==> src/rtl/pipe_mw_reg.sv <==
// MEM->WB pipeline register: control bits, memory read data and ALU result.
// Asynchronous clear turns the stage into a bubble (no register write).
module pipe_mw_reg #(
   parameter int WIDTH = 32
) (
   input  logic             CLK,
   input  logic             CLR,
   input  logic             REG_WRITE_M,
   input  logic             MEM_TO_REG_M,
   input  logic [WIDTH-1:0] MEM_RD_M,
   input  logic [WIDTH-1:0] ALU_OUT_M,
   output logic             REG_WRITE_W,
   output logic             MEM_TO_REG_W,
   output logic [WIDTH-1:0] MEM_RD_W,
   output logic [WIDTH-1:0] ALU_OUT_W
);

   always_ff @(posedge CLK or posedge CLR) begin
      if (CLR) begin
         REG_WRITE_W  <= 1'b0;
         MEM_TO_REG_W <= 1'b0;
         MEM_RD_W     <= '0;
         ALU_OUT_W    <= '0;
      end else begin
         REG_WRITE_W  <= REG_WRITE_M;
         MEM_TO_REG_W <= MEM_TO_REG_M;
         MEM_RD_W     <= MEM_RD_M;
         ALU_OUT_W    <= ALU_OUT_M;
      end
   end

endmodule

==> config.mk <==
export PLATFORM = sky130hd
export DESIGN_NAME = pipe_mw_reg
export DESIGN_NICKNAME = d
export VERILOG_FILES = /design/src/rtl/pipe_mw_reg.sv
export SDC_FILE = /design/constraint.sdc
export NUM_CORES = 1
export LEC_CHECK = 0
export CORE_ASPECT_RATIO = 0.7
export CORE_MARGIN = 3
export CORE_UTILIZATION = 30
export CTS_CLUSTER_DIAMETER = 150
export DETAILED_ROUTE_END_ITERATION = 10
export HOLD_SLACK_MARGIN = 0.06
export PLACE_DENSITY = 0.75
export SLEW_MARGIN = 20
export SYNTH_ARGS = -nofsm -noshare
export SYNTH_HDL_FRONTEND = slang
export SYNTH_SLANG_ARGS = --single-unit
export TNS_END_PERCENT = 10
==> constraint.sdc <==
create_clock -name CLK -period 4.6 [get_ports CLK]
set_clock_uncertainty 0.05 [all_clocks]
set_input_delay 0.46 -clock CLK [delete_from_list [all_inputs] [get_ports CLK]]
set_output_delay 0.46 -clock CLK [all_outputs]
set_load 0.05 [all_outputs]
# --- Word-level counts from Yosys, hierarchy flattened ---
# Cells that the tools add are included.
totals:
  register_bits: 66
  out_inout_bits: 66

# --- Longest topological paths before layout ---
logic_depth:
  ltp_word: 0
  depth_mapped: 1
  mapped_depth_nobuf: 1

# --- Least setup slack after synthesis ---
# Ideal clock, no wire load.
synth_timing:
  path_type: "reg2out"
  from: "register ALU_OUT_W[0]"
  to: "output ALU_OUT_W[0]"
  t_arrival_ns: 0.586
  required_ns: 4.090
  path_slack_ns: 3.504
  stages_incl_launch_ff: 1
  path_buffers: 0
  cell_sequence: "dfrtp_1"
synth_lines:
  columns: ["item", "line", "text"]
  rows:
  - ["start: declaration", "15", "output logic [WIDTH-1:0] ALU_OUT_W"]
  - ["start signal: assignment", "23", "ALU_OUT_W <= '0;"]
  - ["start signal: assignment", "28", "ALU_OUT_W <= ALU_OUT_M;"]
# No word-level cell between the ends.

# --- Worst setup path after layout ---
layout_timing:
  from: "register MEM_RD_W[31]"
  to: "output MEM_RD_W[31]"
layout_lines:
  columns: ["item", "line", "text"]
  rows:
  - ["start: declaration", "14", "output logic [WIDTH-1:0] MEM_RD_W,"]
  - ["start signal: assignment", "22", "MEM_RD_W <= '0;"]
  - ["start signal: assignment", "27", "MEM_RD_W <= MEM_RD_M;"]
# No word-level cell between the ends.

==> reports/metrics.yaml <==
logic_synthesis:
  synth.most_common_cell: "dfrtp_1"
  avgSynthCellArea_um2: 24.7
  ys.warnings.count: 0
  synthCells: 67
  yosysTopAreaCell: "dfrtp_1"
  synth_area_mm2: 0.00166
  synth_common_cells: "dfrtp_1 (66), inv_1 (1)"
  synth_edf_count: 0
  synth_area_leaders: "dfrtp_1 (100%), inv_1 (0.23%)"
  yosys_register_bits: 66
  synthArstFlopShare_pct: 100
  seq_area_frac_synth_pct: 99.8
  yosysUniqueCellTypes: 2
  ys.flop_type: "dfrtp_1"
  synth_top_area_share_pct: 99.8
  synthesis.nets: 135
route:
  wl_per_cell_um: 14.6
  first_pass_iters: 2
  detail_route.iter0.violations: 51
  vias: 1050
  postRouteAntennaNets: 0
  vias_per_cell: 3.67
  finalWirelength_um: 4180
  remaining_drc_errors: 0
final_layout:
  multi_input_gates: 0
  multi_input_area_um2: 0
  drive_above_1_share_pct: 7.83
  finalNetCount: 280
  diodes: 0
  area_delta_synth_final_pct: 101
clock_network:
  hold_buffers: 0
  cts_max_level: 3
  cts_tree: "done"
  clkTransAtPathRegs_ns: 0.07
  clock-root-buffer: "clkbuf_8"
  cts_buffers: 9
  clock_sinks: 66
  postCtsSetupBuffers: 0
  clockBufferDepth: 2
  cts_resized: 0
timing:
  fin_ws_ns: 2.60
  max-slew-margin-rel_pct: 58.0
  drv_slew: 0
  setup_viol: 0
  final.min_clock_period_ns: 2.00
  tightest_slew_ns: 0.629
  hold_violations: 0
  tns_ns: 0
  rsz0062_at_grt: "false"
  min_period_over_period_pct: 43.4
  fmax_mhz: 501
  holdWs_ns: 0.483
setup_path:
  crit_type: "flop to output port"
  cp.arrival_ns: 1.49
  worstPathRequired_ns: 4.09
  crit_buf_inv: 1
  critPathTopFamily: "buffers and inverters"
  endpoint_kind: "output port"
  crit_path_top_delay_cell: "clkdlybuf4s50_1"
  crit_fanout: 1
  max_stage_delay_ns: 0.81
  critical_path.startpoint_type: "flop"
  cp_cell_sequence: "clkdlybuf4s50_1"
placement:
  dp_slack_ns: 2.72
  portBuffers: 133
  hpwlAfterDp_um: 3270
  place_congestion: 0.718
pwr:
  p_comb_share_pct: 16.6
  power.internal_w: 0.00107
  p_leak_nw: 1.42
  peakVddDrop_uv: 242
  power_density_mw_per_mm2: 429
  p_sw_w: 0.000357
  clockPowerShare_pct: 40.1
  switching_share_pct: 25.0
  seq_power_share_pct: 43.3
floorplan:
  start_util_pct: 32.8
  die_h_um: 68.2
  dieArea_mm2: 0.00646
  coreArea_mm2: 0.00504
  dieWidth_um: 94.8
  rows: 21
  pin_count: 134
global_routing:
  grt_pass1_vias: 1114
  grt_pass1_wl_um: 5980
  grt_usage_pct: 13.7
  antenna_found_initial: 0
  gr-total-overflow: 0
  grt_max_degree: 36
min_path:
  hold_path_class: "primary input to async pin"
status:
  status: "finished, final reports clean"
run:
  drv_cap: 0
==> state kept, by name, indices dropped and copies added, names as in the netlist <==
signal	count
ALU_OUT_W	32
MEM_RD_W	32
MEM_TO_REG_W	1
REG_WRITE_W	1
==> layout make-up <==
type                    instances  area [µm²]
well taps                      69        86.3
repair buffers                134        1340
flip-flops and latches         66        1650
inverters                       1        3.75
clock buffers                  10         128
clock inverters                 6         115
fillers                       379        1720
==> placed cells by master, fill, tap and decap left out <==
master             n
clkdlybuf4s50_1  133
clkbuf_8           9
inv_2              1
clkbuf_1           1
buf_4              1
dfrtp_1           66
clkinvlp_4         1
clkinv_4           2
bufinv_16          3
==> power by group through the flow <==
stage	clock network, W	logic [W]	registers, W
after global placement	0	0.000238	0.000627
final	0.000572	0.000237	0.000617
after CTS	0.000592	0.000240	0.000617
after global routing	0.000620	0.000247	0.000619
after detailed placement	0	0.000240	0.000628
after floorplan	0	0.00000846	0.000736
==> logic make-up (layout without fill, tap and decap cells) <==
family | after synthesis | count (layout) | synth area share, %
buffers and inverters | 1 | 151 | 0.227
flip-flops | 66 | 66 | 99.8
==> worst max path at each step <==
stage	from	end	slack, ns	depth (start not counted)
floorplan	CLR	ALU_OUT_W[0]	2.44	1
global placement	CLR	MEM_RD_W[18]	2.74	3
detailed placement	CLR	MEM_RD_W[18]	2.72	3
CTS	MEM_RD_W[1]	MEM_RD_W[1]	2.57	1
global route	MEM_RD_W[31]	MEM_RD_W[31]	2.53	1
finish	MEM_RD_W[31]	MEM_RD_W[31]	2.60	1
==> routing by layer <==
| layer | vias up | GRT usage (%) | part of all wire (%) |
|---|---|---|---|
| li1 | 494 | - | - |
| met1 | 492 | 14.7 | 37 |
| met2 | 62 | 21.9 | 51 |
| met3 | 2 | 9.01 | 11 |
| met4 | 0 | 4.86 | 0.33 |
| met5 | - | 0 | 0 |
==> stage by stage <==
| stage | instance area (µm²) | cells | power (W) | utilization, % |
|---|---|---|---|---|
| 3_3_place_gp | 3080 | 270 | 0.000865 | 61.1 |
| 3_5_place_dp | 3080 | 270 | 0.000868 | 61.1 |
| 4_1_cts | 3320 | 286 | 0.00145 | 65.9 |
| 5_1_grt | 3320 | 286 | 0.00149 | 65.9 |
| 6_report | 3320 | 286 | 0.00143 | 65.9 |
| 2_1_floorplan | 1660 | 67 | 0.000745 | - |
No activity file was read; power rests on OpenSTA's default activity.
